## config.mk

```make
export PLATFORM = sky130hd
export DESIGN_NAME = wide_const_placer
export DESIGN_NICKNAME = d
export VERILOG_FILES = /design/src/rtl/wide_placer_pkg.sv /design/src/rtl/wide_placer_shift.sv /design/src/rtl/wide_const_placer.sv
export SDC_FILE = /design/constraint.sdc
export NUM_CORES = 2
export LEC_CHECK = 0
export CORE_AREA = 5 5 419 421
export CTS_BUF_LIST = sky130_fd_sc_hd__clkbuf_8
export CTS_CLUSTER_DIAMETER = 40
export DETAILED_ROUTE_END_ITERATION = 7
export DIE_AREA = 0 0 424 426
export GPL_TIMING_DRIVEN = 0
export PLACE_DENSITY = 0.61
export SYNTH_ARGS = -nofsm -noshare
export SYNTH_HDL_FRONTEND = slang
export SYNTH_SLANG_ARGS = --single-unit
```

## constraint.sdc

```tcl
create_clock -name clk -period 4.1 [get_ports clk]
set_clock_uncertainty 0.1 [all_clocks]
set_input_delay 0.615 -clock clk [delete_from_list [all_inputs] [get_ports clk]]
set_output_delay 0.615 -clock clk [all_outputs]
set_load 0.02 [all_outputs]
```

## src/rtl/wide_placer_pkg.sv

```systemverilog
// Shared types and defaults for the wide constant placer.
// Mode/state enumerators carry prefixes so WALK can exist in both enums.
package wide_placer_pkg;

    typedef enum logic [1:0] {
        MODE_CLEAR    = 2'd0,
        MODE_PLACE_HI = 2'd1,
        MODE_PLACE_LO = 2'd2,
        MODE_WALK     = 2'd3
    } mode_e;

    typedef enum logic {
        ST_IDLE = 1'b0,
        ST_WALK = 1'b1
    } state_e;

    localparam logic [63:0] DEFAULT_PATTERN = 64'hffff0000ffff0000;

endpackage

```

## src/rtl/wide_placer_shift.sv

```systemverilog
// Combinational anchor/shift/truncate of the constant pattern into a WIDTH-bit word.
// Arithmetic is carried at WIDTH+PAT_W bits so no pattern bit is lost before the final slice.
module wide_placer_shift
    import wide_placer_pkg::*;
#(
    parameter int               WIDTH   = 1050,
    parameter int               PAT_W   = 64,
    parameter logic [PAT_W-1:0] PATTERN = DEFAULT_PATTERN[PAT_W-1:0],
    parameter int               OFS_W   = $clog2(WIDTH)
) (
    input  logic             place_hi,
    input  logic [OFS_W:0]   ofs,
    output logic [WIDTH-1:0] data,
    output logic             err,
    output logic             big
);

    localparam int             EXT_W = WIDTH + PAT_W;
    localparam logic [OFS_W:0] LIM_W = (OFS_W+1)'(WIDTH);
    localparam logic [OFS_W:0] LIM_T = (OFS_W+1)'(WIDTH - PAT_W);

    logic [EXT_W-1:0] lo_ext;
    logic [EXT_W-1:0] hi_ext;
    logic             unused_bits;

    assign lo_ext = {{WIDTH{1'b0}}, PATTERN} << ofs;
    assign hi_ext = {PATTERN, {WIDTH{1'b0}}} >> ofs;

    // Bits shifted past either end of the output window are discarded here.
    assign unused_bits = ^{lo_ext[EXT_W-1:WIDTH], hi_ext[PAT_W-1:0]};

    assign big = (ofs >= LIM_W);
    assign err = big || (ofs > LIM_T);

    always_comb begin
        data = '0;
        if (!big) begin
            data = place_hi ? hi_ext[EXT_W-1:PAT_W] : lo_ext[WIDTH-1:0];
        end
    end

endmodule

```

## src/rtl/wide_const_placer.sv

```systemverilog
// Places a fixed constant into a wide registered word: clear, anchor hi/lo, or walk upward.
// Optional out_par port (XOR of out_data) is enabled by defining WIDE_PLACER_PARITY_EN.
//
// state   | meaning
// ST_IDLE | ready for a request; CLEAR/PLACE_* complete in one beat here
// ST_WALK | emitting walk beats at the accumulated offset; requests ignored
module wide_const_placer
    import wide_placer_pkg::*;
#(
    parameter int               WIDTH   = 1050,
    parameter int               PAT_W   = 64,
    parameter logic [PAT_W-1:0] PATTERN = DEFAULT_PATTERN[PAT_W-1:0],
    parameter int               STEP    = 64,
    parameter int               OFS_W   = $clog2(WIDTH)
) (
    input  logic             clk,
    input  logic             rst_n,
    input  logic             req_valid,
    output logic             req_ready,
    input  logic [1:0]       req_mode,
    input  logic [OFS_W-1:0] req_ofs,
    output logic [WIDTH-1:0] out_data,
    output logic             out_valid,
    output logic             done,
    output logic             err_ofs
`ifdef WIDE_PLACER_PARITY_EN
    ,
    output logic             out_par
`endif
);

    state_e           state, state_nxt;
    mode_e            mode;
    logic [OFS_W:0]   acc, acc_nxt;
    logic [OFS_W:0]   ofs_sel;
    logic [OFS_W+1:0] ofs_adv;
    logic             walk_last;
    logic             place_hi;
    logic [WIDTH-1:0] shift_data;
    logic             shift_err;
    logic             shift_big;
    logic [WIDTH-1:0] data_nxt;
    logic             valid_nxt, done_nxt, err_nxt;

    assign mode      = mode_e'(req_mode);
    assign req_ready = (state == ST_IDLE);
    assign ofs_sel   = (state == ST_WALK) ? acc : {1'b0, req_ofs};
    assign place_hi  = (state == ST_IDLE) && (mode == MODE_PLACE_HI);

    // One extra bit so the look-ahead never wraps, even from the largest request offset.
    assign ofs_adv   = {1'b0, ofs_sel} + (OFS_W+2)'(STEP);
    assign walk_last = (ofs_adv >= (OFS_W+2)'(WIDTH));

    wide_placer_shift #(
        .WIDTH   (WIDTH),
        .PAT_W   (PAT_W),
        .PATTERN (PATTERN),
        .OFS_W   (OFS_W)
    ) u_shift (
        .place_hi (place_hi),
        .ofs      (ofs_sel),
        .data     (shift_data),
        .err      (shift_err),
        .big      (shift_big)
    );

    always_comb begin
        state_nxt = state;
        acc_nxt   = acc;
        data_nxt  = out_data;
        valid_nxt = 1'b0;
        done_nxt  = 1'b0;
        err_nxt   = 1'b0;
        case (state)
            ST_IDLE: begin
                if (req_valid) begin
                    valid_nxt = 1'b1;
                    case (mode)
                        MODE_PLACE_HI, MODE_PLACE_LO: begin
                            data_nxt = shift_data;
                            done_nxt = 1'b1;
                            err_nxt  = shift_err;
                        end
                        MODE_WALK: begin
                            data_nxt = shift_data;
                            if (walk_last) begin
                                done_nxt = 1'b1;
                                err_nxt  = shift_err;
                            end else begin
                                state_nxt = ST_WALK;
                                acc_nxt   = ofs_adv[OFS_W:0];
                            end
                        end
                        default: begin
                            data_nxt = '0;
                            done_nxt = 1'b1;
                            err_nxt  = shift_big;
                        end
                    endcase
                end
            end
            ST_WALK: begin
                valid_nxt = 1'b1;
                data_nxt  = shift_data;
                if (walk_last) begin
                    done_nxt  = 1'b1;
                    err_nxt   = shift_err;
                    state_nxt = ST_IDLE;
                end else begin
                    acc_nxt = ofs_adv[OFS_W:0];
                end
            end
            default: state_nxt = ST_IDLE;
        endcase
    end

    always_ff @(posedge clk or negedge rst_n) begin
        if (!rst_n) begin
            state     <= ST_IDLE;
            acc       <= '0;
            out_data  <= '0;
            out_valid <= 1'b0;
            done      <= 1'b0;
            err_ofs   <= 1'b0;
        end else begin
            state     <= state_nxt;
            acc       <= acc_nxt;
            out_data  <= data_nxt;
            out_valid <= valid_nxt;
            done      <= done_nxt;
            err_ofs   <= err_nxt;
        end
    end

`ifdef WIDE_PLACER_PARITY_EN
    always_ff @(posedge clk or negedge rst_n) begin
        if (!rst_n) begin
            out_par <= 1'b0;
        end else if (valid_nxt) begin
            out_par <= ^data_nxt;
        end
    end
`endif

endmodule

```

After elaboration in Yosys (flattened, before gate mapping)

Cells that the tools add are included.

Bits in registers: 1066
Input bits: 16
Output and inout bits: 1054
Word-level logic and storage cells: 47

$add $sub $neg: 1
$lt $le $gt $ge: 3
Equal/unequal tests: 5
Shifts and indexed selects: 2
Muxes and demuxes: 24
Bitwise operators: 1
Reduce and logical (&&, ||, !) cells: 5

Operators by type and width:

| operator                                                                               | count |
|---|---|
| 1050-bit 2-to-1 mux                                                                    | 4 |
| 1050-bit one-hot mux with 2 select lines                                               | 1 |
| 1114-bit by 12-bit right shift with 1114-bit output (first input constant)             | 1 |
| 64-bit by 12-bit << shifter with 1050-bit output (first input constant)                | 1 |
| 12-bit 2-to-1 mux                                                                      | 4 |
| 12-bit one-hot mux with 2 select lines                                                 | 1 |
| 12-bit by 7-bit adder with 13-bit output (second input constant)                       | 1 |
| 13-bit by 11-bit greater-or-equal comparator with 1-bit output (second input constant) | 1 |
| 12-bit by 11-bit greater-or-equal comparator with 1-bit output (second input constant) | 1 |
| 12-bit by 10-bit > comparator with 1-bit output (second input constant)                | 1 |
| 1-bit one-hot mux with 2 select lines                                                  | 5 |
| 1-bit 2-to-1 mux                                                                       | 9 |
| 2-bit == test (second input constant)                                                  | 2 |
| 3-bit OR reduction                                                                     | 1 |
| 2-bit by 1-bit == test with 1-bit output (second input constant)                       | 1 |
| 2-bit by 1-bit != test with 1-bit output (second input constant)                       | 1 |
| 2-bit != test (second input constant)                                                  | 1 |
| 2-bit AND reduction                                                                    | 1 |
| 2-bit OR reduction                                                                     | 1 |
| 1-bit logical AND                                                                      | 1 |
| 1-bit logical OR                                                                       | 1 |
| 1-bit inverter                                                                         | 1 |

Logic depth before layout (Yosys ltp)

Word-level depth: 7
Depth in mapped cells: 17
Depth with buffers taken out: 9

By module

Synthesis repeated with hierarchy kept, for this count alone.

Cell total of the unflattened synthesis: 4609
Area, all modules: 50046.7 µm²

By module, submodules not included:

| module            | instances | cells an instance | area each (µm²) |
|---|---|---|---|
| wide_const_placer | 1         | 2439              | 37593.6 |
| wide_placer_shift | 1         | 2170              | 12453.2 |

Least setup slack after synthesis

No wires, ideal clock.

Kind: reg2reg
Start point: register state
End point: register acc[10]
Setup time: 125 ps
Arrival time: 3433 ps
Required time: 3875 ps
Setup slack: 442 ps
Cell stages (with the launch flop): 15
Period minus slack after synthesis: 3658 ps
Path through: dfrtp_1 buf_6 mux2i_1 clkinv_1 buf_4 buf_2 buf_2 buf_1 ha_1 a2111o_1 o31ai_1 a21boi_2 and2b_2 buf_6 mux2_2

Word-level cells in the longest chain between the ends: 7

Ends and longest elaborated chain:

| element                                                            | line                                              | text |
|---|---|---|
| start, declared                                                    | wide_const_placer.sv:32                           | `state_e state, state_nxt;` |
| start signal, assigned                                             | wide_const_placer.sv:126                          | `state <= state_nxt;` |
| 12-bit 2-to-1 mux (*)                                              | wide_const_placer.sv:47                           | `assign ofs_sel = (state == ST_WALK) ? acc : {1'b0, req_ofs};` |
| 12-bit by 7-bit adder with 13-bit output (*)                       | wide_const_placer.sv:51                           | `assign ofs_adv = {1'b0, ofs_sel} + (OFS_W+2)'(STEP);` |
| net ofs_adv[4]                                                     | wide_const_placer.sv:36                           | `logic [OFS_W+1:0] ofs_adv;` |
| 13-bit by 11-bit greater-or-equal comparator with 1-bit output (*) | wide_const_placer.sv:52                           | `assign walk_last = (ofs_adv >= (OFS_W+2)'(WIDTH));` |
| 12-bit 2-to-1 mux (*)                                              | wide_const_placer.sv:86, wide_const_placer.sv:105 |  |
| 12-bit 2-to-1 mux                                                  | wide_const_placer.sv:78                           | `case (mode)` |
| 12-bit 2-to-1 mux                                                  | wide_const_placer.sv:76                           | `if (req_valid) begin` |
| 12-bit one-hot mux with 2 select lines (*)                         | wide_const_placer.sv:74                           | `case (state)` |
| end signal, assigned                                               | wide_const_placer.sv:127                          | `acc <= acc_nxt;` |
| end, declared                                                      | wide_const_placer.sv:34                           | `logic [OFS_W:0] acc, acc_nxt;` |

The timed path passes the listed nets; every way through them passes the cells marked *. The select of a mux whose other input is x is not followed.
A chain may end at the register's enable or synchronous reset.

Worst setup path in the final report

Start point: register state
End point: register out_data[505]

Word-level cells in the longest chain between the ends: 7

Ends and longest elaborated chain:

| element                                                                     | line                     | text |
|---|---|---|
| 12-bit 2-to-1 mux / 1-bit inverter (equally long branches)                  | --                       |  |
| 1114-bit by 12-bit right shift with 1114-bit output (tied with other cells) | wide_placer_shift.sv:27  | `assign hi_ext = {PATTERN, {WIDTH{1'b0}}} >> ofs;` |
| 1050-bit 2-to-1 mux                                                         | wide_placer_shift.sv:38  | `data = place_hi ? hi_ext[EXT_W-1:PAT_W] : lo_ext[WIDTH-1:0];` |
| 1050-bit 2-to-1 mux                                                         | wide_placer_shift.sv:37  | `if (!big) begin` |
| 1050-bit 2-to-1 mux                                                         | wide_const_placer.sv:78  |  |
| 1050-bit 2-to-1 mux                                                         | wide_const_placer.sv:76  |  |
| 1050-bit one-hot mux with 2 select lines                                    | wide_const_placer.sv:74  |  |
| end signal, assigned                                                        | wide_const_placer.sv:128 | `out_data <= data_nxt;` |
| end, declared                                                               | wide_const_placer.sv:22  | `output logic [WIDTH-1:0] out_data,` |

Parallel ways exist; a longest one is shown, timed or not. The select of a mux whose other input is x is not followed.

==> metrics.md <==
| Metric | Value |
|---|---|
| Yosys top cell area share | 54.0% |
| Final net count | 6348 |
| WL met2 | about 190 mm |
| CTS Buffer Depth | 3 |
| Critical Path AT | 5.15 ns |
| Wire length of the first global-routing pass | 590 mm |
| Initial antenna violation count | 56 |
| CP startpoint | state |
| Warnings from Yosys | 0 |
| H-tree levels | 4 |
| Die ar. | 0.181 sq mm |
| Kind of start point of the critical path | flip-flop |
| Residual DRC | 14 |
| Detailed Route WL | about 470 mm |
| Hold Startpoint | req_valid |
| Hold_ws | 0.152 ns |
| Commonest non-fill, non-tap cell in the layout | dfrtp_1 |
| Pleak | 0.0291 uW |
| Status | finished, violations left |
| Initial DRC count | between 9000 and 10000 |
| Synthesized cell area | roughly 0.05 sq mm |
| DR WL/cell | between 50 and 60 microns |
| Syn_area_per_cell | 10.0 sq um |
| Final Hold Vio Count | 0 |
| Worst EP required | 4.96 ns |
| Row Count | 152 |
| Total grt overflow | 0 |
| Peak supply drop | 0.383 mV |
| Die H | 426 microns |
| Worst-path clk slew | 0.05 ns |
| Final WS setup | -0.189 ns |
| Max Cap Viol | 4 |
| Num CTS Buffers | 211 |
| Pin count of the biggest net entering global routing | 163 |
| Final setup vio count | roughly 280 |
| Metal3 WL | 59.7 mm |
| CP max stage cell | mux2i_4 |
| Worst skew pair latency | 1.04 ns |
| Ports | 1070 |
| Core box area | 0.171 sq mm |
| Worst-margin pin slew | 1.63 ns |
| Via Count | between 60000 and 70000 |
| Synth area leaders | dfrtp_1 (54%), nand2_1 (6.3%), o221ai_1 (5.7%) |
| Setup repair after global routing missed its margin | true |
| Final Cycle Share | 105% |
| Net Count, Synth | approximately 5000 |
| Slew headroom | -8.84% |
| Vias in the first global route | 55888 |
| Min-Delay Path Class | in2reg |
| Antenna-violating nets left | 0 |
| FFs w/ async S/R, synth | 100% |
| Failing checks | DRC, capacitance limit, slew limit, setup timing |
| Starting Density | about 29% |
| CTS Root Cell | clkbuf_8 |
| Crit path largest cell delay | ~0.86 ns |
| Layout Cells excl Fill | between 8000 and 9000 |
| Global Route Usage Sum | 49.8% |
| Main flop type after synthesis | dfrtp_1 |
| Synth area leader | dfrtp_1 |
| TNS Setup | -15.02 ns |
| Final slew viol count | 28 |
| Top layer reached by signal wires | met5 |
| Worst Path Class, Setup | reg2reg |
| Core Util, Final | 41.8% |
| RePlAce Congestion | 1.09 |
| Die Wd | 424 microns |
| Flop-to-flop setup slack | -0.19 ns |
| Port bufs | 1064 |
| CP endpoint kind | flip-flop |
| Critical path cell sequence | buf_12 > buf_4 > buf_4 > mux2i_4 > nand2_1 > mux2i_1 > a22oi_2 > buf_8 > o21ai_0 > a22o_1 |
| Reg-to-reg critical path startpoint | state |
| Post-place setup slack | -4.57 ns |
| Fraction of layout cells with a size suffix above 1 | around 17% |
| DP Cell Count | about 8300 |
| CTS sink count | 1066 |
| Dpl hpwl | 357 mm |
| Commonest non-fill, non-tap cells in the layout | dfrtp_1 (1065), clkdlybuf4s50_1 (1063), nand2_1 (777), o21ai_0 (445), a22oi_1 (358) |
| Wl on met1 | 165 mm |
| PwrDens | 522 mW/mm^2 |
| Mapped Cells | roughly 4900 |
| Fmax | about 230 MHz |
| Layout area overhead | 44.6% |
| Register area share after synthesis | between 50% and 60% |
| Tmin final | ~4.3 ns |
| CTS tree | built |
| DRT Pass-1 Iters | 8 |
| Library cells used by synthesis | 95 |
| Yosys reg bits | about 1100 |
| Number of synthesized flops with an enable pin | 0 |
| Worst Path Max Fanout | 9 |
| Routed vias/inst | 6.88 |
| Most frequent CP cell | buf_4 |
[synthesized netlist by cell type, types with 34 or more instances]
library cell,number
o21ai_0,455
clkbuf_1,252
o22ai_1,156
a32oi_1,65
a22o_1,163
o21ai_1,43
nand2_1,828
a31oi_1,34
dfrtp_1,1066
buf_2,169
nor2_1,287
o221ai_1,319
nor3_1,74
a21oi_1,80
a221o_1,85
nand3_1,63
a22oi_1,370
[per-layer routing]
layer  vias to the layer above  GRT usage [%]
met3                      1915           20.0
met4                        30           43.7
li1                      21581              -
met2                      6197           70.6
met5                         -          0.699
met1                     30536           57.8
[final cells by class]
cell class / count / area [sq um]
buffer: 469 / 2830
clock buffer: 249 / 3430
tap: 2233 / 2790
fill: 16782 / 99600
multi-input combinational: 3366 / 22100
timing repair buffer: 1183 / 12100
sequential: 1066 / 26700
clock inverter: 132 / 1300
antenna: 38 / 95.1
inverter: 25 / 100
[per-stage QoR]
stage | power, uW | area (sq um)
2_1_floorplan | 15600 | 49400
3_3_place_gp | 22900 | 62800
3_5_place_dp | 23100 | 63700
4_1_cts | 36000 | 70900
5_1_grt | 37100 | 71300
6_report | 37300 | 71400
[registers in the layout, summed over array words and instances (netlist names)]
name       flops
out_data    1050
acc           12
done           1
err_ofs        1
out_valid      1
state          1
[kinds of logic (layout without fill, tap and decap cells)]
logic type / after synthesis / in the layout / share of synthesized area, %
AOI/OAI and AO/OA: 1916 / 1916 / 28.2
and+or+nand+nor: 1370 / 1370 / 11.6
DFF: 1066 / 1066 / 54.0
buffers and inverters: 499 / 2058 / 4.50
muxes: 44 / 44 / 0.960
xor gates and xnor gates: 26 / 26 / 0.492
adders and majority gates: 10 / 10 / 0.253
other: 0 / 38 / 0
[timing repair]
action                                  4_1_cts  5_1_grt
setup buffers                                49       26
pin swaps                                    20       14
hold endpoints to repair                    465        0
endpoints found under the setup margin     1067      578
resized for setup                           538       80
hold buffers                                  3        0
[critical path: cells and delay by family (launching register included)]
kind            cells  cell delay (ns)
simple gates        1             0.52
flops               1             0.44
compound gates      3             0.84
buf+inv             4             0.69
mux                 2             1.60
[power breakdown]
group / total (uW) / switching, uW / leakage, uW / internal, uW
clock network: 12500 / 5640 / 0.00261 / 6820
registers: 11400 / 468 / 0.0148 / 10900
logic: 13400 / 10800 / 0.0117 / 2620
[path summary, 6_finish.rpt]
check,end,cells past startpoint
min reg2reg,out_data[309],2
max reg2reg,out_data[505],10
max,out_data[505],10
min in group asynchronous,out_data[350],3
min,err_ofs,3
max in group asynchronous,out_data[598],6
No activity file was read; power rests on OpenSTA's default activity.
